==> src/rtl/alu_selftest_pkg.sv <==
// Shared definitions for the ALU self-test sequencer: function codes, vector
// format, FSM states and the built-in vector table.
package alu_selftest_pkg;

    localparam int VEC_DW      = 32;
    localparam int VEC_FW      = 3;
    localparam int DEF_NUM_VEC = 6;

    localparam logic [VEC_FW-1:0] ADD = 3'b001;
    localparam logic [VEC_FW-1:0] SUB = 3'b010;
    localparam logic [VEC_FW-1:0] AND = 3'b011;
    localparam logic [VEC_FW-1:0] OR  = 3'b100;
    localparam logic [VEC_FW-1:0] SLT = 3'b101;

    typedef struct packed {
        logic [VEC_DW-1:0] a;
        logic [VEC_DW-1:0] b;
        logic [VEC_FW-1:0] func;
        logic [VEC_DW-1:0] expected;
    } alu_vec_t;

    typedef enum logic [1:0] {S_IDLE, S_DRIVE, S_SAMPLE, S_DONE} state_t;

    // Entries past the end of the table read as all-zero vectors.
    function automatic alu_vec_t def_vec(input int unsigned i);
        case (i)
            0:       def_vec = '{32'd25,        32'd24, ADD, 32'd49};
            1:       def_vec = '{32'd25,        32'd24, SUB, 32'd1};
            2:       def_vec = '{32'd25,        32'd24, AND, 32'd24};
            3:       def_vec = '{32'd25,        32'd24, OR,  32'd25};
            4:       def_vec = '{32'd25,        32'd24, SLT, 32'd0};
            5:       def_vec = '{32'hFFFF_FFE7, 32'd24, SLT, 32'd1};
            default: def_vec = '0;
        endcase
    endfunction

endpackage

==> src/rtl/alu_vec_rom.sv <==
// Combinational lookup of one self-test vector, resized to the ALU widths.
module alu_vec_rom
    import alu_selftest_pkg::*;
#(
    parameter int NUM_VEC = 6,
    parameter int DW      = 32,
    parameter int FW      = 3,
    parameter int IW      = 3
) (
    input  logic [IW-1:0] idx,
    output logic [DW-1:0] a,
    output logic [DW-1:0] b,
    output logic [FW-1:0] func,
    output logic [DW-1:0] expected
);

    alu_vec_t v;

    always_comb begin
        v = '0;
        if (int'(idx) < NUM_VEC)
            v = def_vec(32'(idx));
    end

    assign a        = DW'(v.a);
    assign b        = DW'(v.b);
    assign func     = FW'(v.func);
    assign expected = DW'(v.expected);

endmodule

==> src/rtl/alu_selftest.sv <==
// Sequences the vector table through an external ALU, two cycles per vector,
// and reports error count, first failing index and pass.
// Build option: define ALU_SELFTEST_STOP_ON_FAIL_EN to end a run at its first mismatch.
module alu_selftest
    import alu_selftest_pkg::*;
#(
    parameter int NUM_VEC = 6,
    parameter int DW      = 32,
    parameter int FW      = 3,
    localparam int IW     = (NUM_VEC > 1) ? $clog2(NUM_VEC) : 1
) (
    input  logic          clk,
    input  logic          rst_n,
    input  logic          start,
    input  logic [DW-1:0] alu_result,
    output logic [DW-1:0] alu_a,
    output logic [DW-1:0] alu_b,
    output logic [FW-1:0] alu_func,
    output logic          busy,
    output logic          done,
    output logic          pass,
    output logic [7:0]    err_cnt,
    output logic [IW-1:0] first_fail_idx
);

    state_t        state;
    logic [IW-1:0] idx;
    logic [IW-1:0] rom_idx;
    logic [DW-1:0] rom_a, rom_b, rom_exp, exp_q;
    logic [FW-1:0] rom_func;
    logic          mismatch, last, stop_now;

    // The ROM always looks at the vector about to be loaded, so the expected
    // value of the vector under test is captured alongside the operands.
    assign rom_idx  = (state == S_SAMPLE) ? idx + IW'(1) : '0;
    assign mismatch = (alu_result != exp_q);
    assign last     = (idx == IW'(NUM_VEC - 1));

`ifdef ALU_SELFTEST_STOP_ON_FAIL_EN
    assign stop_now = mismatch;
`else
    assign stop_now = 1'b0;
`endif

    alu_vec_rom #(.NUM_VEC(NUM_VEC), .DW(DW), .FW(FW), .IW(IW)) u_rom (
        .idx      (rom_idx),
        .a        (rom_a),
        .b        (rom_b),
        .func     (rom_func),
        .expected (rom_exp)
    );

    always_ff @(posedge clk or negedge rst_n) begin
        if (!rst_n) begin
            state          <= S_IDLE;
            idx            <= '0;
            alu_a          <= '0;
            alu_b          <= '0;
            alu_func       <= '0;
            exp_q          <= '0;
            busy           <= 1'b0;
            done           <= 1'b0;
            pass           <= 1'b0;
            err_cnt        <= '0;
            first_fail_idx <= '0;
        end else begin
            case (state)
                S_IDLE, S_DONE: begin
                    if (start) begin
                        state          <= S_DRIVE;
                        idx            <= '0;
                        err_cnt        <= '0;
                        first_fail_idx <= '0;
                        pass           <= 1'b0;
                        busy           <= 1'b1;
                        done           <= 1'b0;
                        alu_a          <= rom_a;
                        alu_b          <= rom_b;
                        alu_func       <= rom_func;
                        exp_q          <= rom_exp;
                    end
                end
                S_DRIVE: state <= S_SAMPLE;
                S_SAMPLE: begin
                    if (mismatch) begin
                        if (err_cnt != 8'hFF)
                            err_cnt <= err_cnt + 8'd1;
                        if (err_cnt == 8'd0)
                            first_fail_idx <= idx;
                    end
                    if (last || stop_now) begin
                        state <= S_DONE;
                        busy  <= 1'b0;
                        done  <= 1'b1;
                        pass  <= (err_cnt == 8'd0) && !mismatch;
                    end else begin
                        state    <= S_DRIVE;
                        idx      <= idx + IW'(1);
                        alu_a    <= rom_a;
                        alu_b    <= rom_b;
                        alu_func <= rom_func;
                        exp_q    <= rom_exp;
                    end
                end
                default: state <= S_IDLE;
            endcase
        end
    end

endmodule

==> config.mk <==
export PLATFORM = sky130hd
export DESIGN_NAME = alu_selftest
export DESIGN_NICKNAME = d
export VERILOG_FILES = /design/src/rtl/alu_selftest_pkg.sv /design/src/rtl/alu_vec_rom.sv /design/src/rtl/alu_selftest.sv
export SDC_FILE = /design/constraint.sdc
export NUM_CORES = 1
export LEC_CHECK = 0
export CAP_MARGIN = 5
export CORE_ASPECT_RATIO = 0.5
export CORE_MARGIN = 3
export CORE_UTILIZATION = 40
export CTS_CLUSTER_DIAMETER = 150
export DETAILED_ROUTE_END_ITERATION = 8
export PLACE_DENSITY = 0.88
export SLEW_MARGIN = 20
export SYNTH_ARGS = -nofsm -noshare
export SYNTH_HDL_FRONTEND = slang
export SYNTH_SLANG_ARGS = --single-unit
==> constraint.sdc <==
create_clock -name clk -period 4 [get_ports clk]
set_input_delay 1 -clock clk [delete_from_list [all_inputs] [get_ports clk]]
set_output_delay 1 -clock clk [all_outputs]
set_load 0.05 [all_outputs]
== Word-level counts from Yosys, hierarchy flattened ==
Index checks and enable logic that the tools add are counted.

* Muxes and demuxes: 36
* Add/sub/neg operators: 2
* Magnitude comparators: 1
* Equality and inequality tests: 17
* Reduce and logical (&&, ||, !) cells: 11

{| class="wikitable"
|+ Operators with widths
! operator !! count
|-
| one-hot mux 99 bit (6 select lines) || 1
|-
| 2-to-1 mux 32 bit || 6
|-
| one-hot mux 32 bit (2 select lines) || 3
|-
| 2-to-1 mux 99 bit || 1
|-
| != test 32 bit || 1
|-
| 2-to-1 mux 8 bit || 3
|-
| 2-to-1 mux 3 bit || 7
|-
| one-hot mux 3 bit (2 select lines) || 3
|-
| one-hot mux 8 bit (2 select lines) || 1
|-
| == test 3 bit (second input constant) || 3
|-
| adder 8 x 1 -> 8 bit (second input constant) || 1
|-
| logical NOT 8 bit || 1
|-
| != test 2 bit (second input constant) || 4
|-
| != test 8 bit (second input constant) || 1
|-
| AND reduction 4 bit || 2
|-
| == test 3 x 2 -> 1 bit (second input constant) || 2
|-
| one-hot mux 1 bit (2 select lines) || 3
|-
| one-hot mux 2 bit (3 select lines) || 1
|-
| AND reduction 3 bit || 2
|-
| 2-to-1 mux 1 bit || 5
|-
| == test 2 bit (second input constant) || 2
|-
| 2-to-1 mux 2 bit || 2
|-
| != test 2 x 1 -> 1 bit (second input constant) || 2
|-
| adder 3 x 1 -> 3 bit (second input constant) || 1
|-
| 9 further kinds || 9
|}

* Register bits after elaboration: 118
* Word-level logic and storage cells: 78
* Output and inout bits: 81

== Logic depth before layout (Yosys ltp) ==
Gate-level depths: netlist of the first run.

* Depth in word-level cells: 7
* Depth in mapped cells: 8
* Mapped depth without buffers: 7

== By module ==
Synthesis of the first run repeated with hierarchy kept, for this count alone.

* Cell total of the unflattened synthesis: 472
* Area total of the unflattened synthesis: 5844.4 sq um

{| class="wikitable"
|+ By module, submodules not included
! module !! cells each !! area each (sq um) !! instances
|-
| alu_selftest || 366 || 5064.9 || 1
|-
| alu_vec_rom || 106 || 779.5 || 1
|}

== Worst setup path after synthesis of the first run ==
No wires, ideal clock.

* Path kind: reg2out
* From: register alu_a[30] (netlist name)
* To: output alu_a[10]
* Arrival time: 1.366 ns
* Required time: 3.000 ns
* Slack: 1.634 ns
* Stages on the path, launching flop included: 2
* Cells stage by stage: dfrtp_1 buf_4

{| class="wikitable"
|+ RTL lines
! item !! line !! RTL
|-
| end: declaration || alu_selftest.sv:16 || <nowiki>output logic [DW-1:0] alu_a,</nowiki>
|}

==> reports/metrics.csv, run 1 <==
metric;value;unit
critPathBufInv;1;
die_area;6265;um^2
place_area;2694;um^2
cts_inserted_buffers;5;
cts_root_buffer;clkbuf_8;
cts_resized;0;
clk_pin_slew;0.06;ns
skew;0.009367;ns
final_nets;330;
setup_ws;0.9555;ns
synth_area_leaders;dfrtp_1, buf_4, ha_1;
route.detailed.drc;0;
start_kind;flop;
port_buffers;85;
dpl.hpwl;3886;um
period_minus_slack;3.045;ns
rows;18;
cp_top_family;buffers and inverters;
antenna_found_initial;0;
async_flop_share;100.0;%
grt_pass1_wl;7983;um
cts_setup_buffers;0;
cts.sink_count;29;
ios;116;
worstMarginPinSlew;0.7327;ns
crit_start;alu_a[30];
path_depth;1;
critPathKind;reg -> out;
fmax;328.5;MHz
fin_area;2790;um^2
vdd_ir_drop_max;0.2184;mV
synth_seq_cells;29;
worstSkewPairLatency;0.28;ns
num_vias;1730;
wl;5023;um
die_y;57.49;um
clk_path_buf_depth;2;
syn_inst;233;
max_stage_delay;0.94;ns
cp_max_fo;30;
hold_class;reg -> reg;
synth_top_area_share;34.22;%
grt_pass1_vias;1638;
yosysSeqAreaShare;34.22;%
drive_gt1_share;6.920;%
ctsHoldBuffers;0;
dp_slack;1.186;ns
synth_top_cells_by_count;buf_4, dfrtp_1, nand2_1, o21ai_0;
drtIter0Drc;56;
htree_levels;2;
crit_required;3.00;ns
setup_viol;0;
antennaDiodeCount;0;
reg2reg_from;state[0];
viasPerCell;4.819;
dr.pass1.iters;6;
setup_tns;0;ns
synth_edf_count;0;
synth_ff_type;dfrtp_1;
status;complete, no violations;
ys_warn_count;0;
p_leak;1.170;nW
synth_cell_types;45;
cts_tree;done;
r2r_setup_slack;1.71;ns
slew_headroom;51.15;%
crit_end;alu_a[19];
area_growth;31.56;%
maxCapViolCount;0;
ant_nets;0;
synth.cell_area;2121;um^2
gp_congestion;0.8229;
crit_path_end_kind;primary output;
finalHoldViolCount;0;
crit_path_cell_trace;clkdlybuf4s50_1;
core-area;5022;um^2
cp_slowest_cell;clkdlybuf4s50_1;
r2r_cells;7;
overflow;0;
report.final.slew_viol_count;0;
fin_crit_sh;76.11;%
pwr_density_cell;470.6;nW/um^2
grt_max_degree;31;
timing.rr.end;err_cnt[7];
rsz0062_at_grt;no;
avgRoutedWirePerCell;13.99;um
die_w;109.0;um
start_util;42.23;%
avgSynthCellArea;9.102;um^2
grt_use_total;16.27;%
critPathArrivalTime;2.04;ns
synth_area_leader_cell;dfrtp_1;
synth_most_common_cell;buf_4;
state kept, by name, indices dropped and copies added, names as in the netlist, 2 cells and up:
name            flops
first_fail_idx      3
idx                 3
alu_func            3
alu_a               3
err_cnt             8
exp_q               4
state               2
worst min-delay path by stage:
stage	from	to	cells after the start
after CTS	busy	busy	2
after detailed placement	busy	busy	2
after global routing	pass	pass	2
final	busy	busy	2
after floorplan	exp_q[3]	exp_q[3]	2
after global placement	busy	busy	2
final cells by class:
type	instances	area, um^2
inverters	8	30.03
clock buffers	6	82.58
clock inverters	2	13.76
repair buffers	87	865.8
fillers	445	2232
multi-input cells	157	984.7
flip-flops and latches	29	725.7
well taps	70	87.58
per-layer routing:
metal  GRT usage (%)  wire length [um]  up-vias  part of all wire [%]
li1                -                 -      822                     -
met3           3.842               251        8                   5.0
met5               0                 0        -                     0
met4           5.396                59        0                   1.2
met2           30.63              2822       59                    56
met1           18.12              1890      841                    38
per-stage QoR:
stage	hold slack, ns	instances	power [mW]	utilization, %
after global routing	0.5365	359	1.405	55.56
final	0.4812	359	1.313	55.56
after floorplan	0.4680	262	0.9032	-
after global placement	0.4709	351	1.026	53.64
after CTS	0.4873	359	1.318	55.56
after detailed placement	0.4779	351	1.053	53.64
worst min-delay path, cell delays in order, from the launching register on:
cell	delay, ns
dfrtp_1	0.33
nand2_1	0.05
o21ai_0	0.06
cell usage in the layout, fill, tap and decap left out, types with 4 or more instances in the layout:
cell type	Yosys	final
clkdlybuf4s50_1	0	85
conb_1	1	30
dfrtp_1	29	29
nand2_1	20	20
o21ai_0	16	16
inv_1	8	8
nand3_1	8	8
ha_1	7	7
nor2_1	6	6
nand3b_1	6	6
clkbuf_8	0	6
nor4_1	5	5
nand2b_1	5	5
mux2i_1	4	4
xnor2_1	4	4
nand4_1	4	4
power by group:
| group | internal (mW) | total (mW) | switching [mW] |
|---|---|---|---|
| registers | 0.353 | 0.402 | 0.0490 |
| clock network | 0.139 | 0.254 | 0.115 |
| logic | 0.233 | 0.657 | 0.425 |
| total | 0.725 | 1.31 | 0.588 |
kinds of logic after synthesis:
family,after synthesis,share of synthesized area [%]
buf+inv,76,24.48
other cells,1,0.1768
mux,5,2.419
flops,29,34.22
compound gates,37,12.15
simple gates,72,19.94
fa+ha+maj,7,4.130
xor+xnor,6,2.478
Note: power is estimated with default switching activity, not from simulation.
==> run 2, diff against run 1 <==
--- a/config.mk
+++ b/config.mk
@@ -8,10 +8,10 @@
 export CAP_MARGIN = 5
 export CORE_ASPECT_RATIO = 0.5
 export CORE_MARGIN = 3
-export CORE_UTILIZATION = 40
+export CORE_UTILIZATION = 36
 export CTS_CLUSTER_DIAMETER = 150
 export DETAILED_ROUTE_END_ITERATION = 8
-export PLACE_DENSITY = 0.88
+export PLACE_DENSITY = 0.84
 export SLEW_MARGIN = 20
 export SYNTH_ARGS = -nofsm -noshare
 export SYNTH_HDL_FRONTEND = slang
==> constraint.sdc (replaced) <==
create_clock -name clk -period 2.45 [get_ports clk]
set_input_delay 0.6125 -clock clk [delete_from_list [all_inputs] [get_ports clk]]
set_output_delay 0.6125 -clock clk [all_outputs]
set_load 0.05 [all_outputs]
==> run 2 against run 1 <==
Worst setup slack got worse by 0.70 ns. Clock-buffer cell count rose by 1. Cell count rose by 1.7%. Critical path type unchanged. Critical endpoint is now err_cnt[5].
==> reports/metrics.csv, run 2 (synthesis gave the netlist of run 1 again) <==
metric;value;unit
clk_pin_slew;0.05;ns
grt_util_met2;27.30;%
cts_setup_buffers;0;
hold_class;reg -> reg;
status;complete, no violations;
ctsHoldBuffers;0;
cts_inserted_buffers;5;
gp_congestion;0.7452;
r2r_setup_slack;0.38;ns
use_met1;16.32;%
largest_reg_flops;8;
reg2reg_from;state[0];
reg_top3;err_cnt: 8 flops, exp_q: 4 flops;
ant_nets;0;
crit_path_cell_trace;clkdlybuf4s50_1;
use_met3;3.842;%
setup_viol;0;
overflow;0;
htree_levels;2;
slew_headroom;47.92;%
fin_crit_sh;89.63;%
cp_top_family;buffers and inverters;
setup_ws;0.2542;ns
nFillCells;487;
maxCapViolCount;0;
cts_root_buffer;clkbuf_16;
worstSkewPairLatency;0.28;ns
ios;116;
worstHoldStart;alu_func[2];
die_area;6904;um^2
critPathKind;reg -> out;
cts.sink_count;29;
pwr_density_cell;852.0;nW/um^2
dr.pass1.iters;4;
die_y;60.28;um
rsz0062_at_grt;no;
cp_slowest_cell;clkdlybuf4s50_1;
dp_slack;0.06858;ns
grt_pass1_vias;1646;
route.detailed.drc;0;
finalHoldViolCount;0;
grt_pass1_wl;7852;um
critPathBufInv;1;
worstMarginPinSlew;0.7812;ns
period_minus_slack;2.196;ns
grt_max_degree;31;
area_growth;32.27;%
antennaDiodeCount;0;
viasPerCell;4.715;
clk_path_buf_depth;2;
start_kind;flop;
final_common_cell;clkdlybuf4s50_1;
final_cell_mix;clkdlybuf4s50_1, buf_4, conb_1;
p_leak;1.274;nW
port_buffers;85;
avgRoutedWirePerCell;13.51;um
fin_util;50.21;%
drive_gt1_share;17.81;%
report.final.slew_viol_count;0;
cts_resized;0;
dpl.hpwl;3805;um
wl;4930;um
min_to;alu_func[2];
cts_tree;done;
hold_ws;0.4841;ns
drtIter0Drc;62;
rows;19;
skew;0.003896;ns
hold_depth;2;
critPathArrivalTime;1.58;ns
crit_required;1.84;ns
setup_tns;0;ns
largest_register;err_cnt;
grt_use_total;14.65;%
r2r_cells;7;
die_w;114.5;um
num_vias;1721;
core-area;5587;um^2
vdd_ir_drop_max;0.3532;mV
crit_path_end_kind;primary output;
timing.rr.end;exp_q[0];
max_stage_delay;0.85;ns
total_power;2.390;mW
start_util;37.96;%
fmax;455.4;MHz
final_nets;333;
cp_max_fo;7;
antenna_found_initial;0;
grt_busiest_layer;met2;
run 2: through the flow:
stage,instance area (um^2),cells
floorplan,2230,262
global placement,2648,357
detailed placement,2648,357
CTS,2805,365
global route,2805,365
finish,2805,365
run 2: report_power, final:
part / internal (mW) / leakage (nW) / switching [mW]
Combinational: 0.399 / 0.820 / 0.692
Clock: 0.429 / 0.0799 / 0.210
Sequential: 0.577 / 0.373 / 0.0837
Total: 1.40 / 1.27 / 0.985
run 2: layout make-up:
type	instances	area, um^2	area share [%]
multi-input cells	157	984.7	35.10
repair buffers	90	815.8	29.08
flip-flops and latches	29	725.7	25.87
clock buffers	7	152.6	5.442
well taps	73	91.34	3.256
inverters	8	30.03	1.070
clock inverters	1	5.005	0.1784
run 2: per-layer routing:
| layer | share of wire [%] | vias to the layer above | routed length (um) |
|---|---|---|---|
| li1 | - | 834 | - |
| met1 | 40 | 833 | 1961 |
| met2 | 54 | 46 | 2639 |
| met3 | 5.2 | 8 | 257 |
| met4 | 1.5 | 0 | 72 |
| met5 | 0 | - | 0 |
run 2: worst max path at each step:
stage                    from    endpoint  cells past startpoint
6_report           err_cnt[5]  err_cnt[5]                      1
5_1_grt            err_cnt[3]  err_cnt[3]                      1
4_1_cts            err_cnt[3]  err_cnt[3]                      1
3_5_place_dp   alu_result[10]  err_cnt[7]                      6
3_3_place_gp   alu_result[20]  err_cnt[7]                      6
2_1_floorplan       alu_a[30]   alu_a[10]                      1
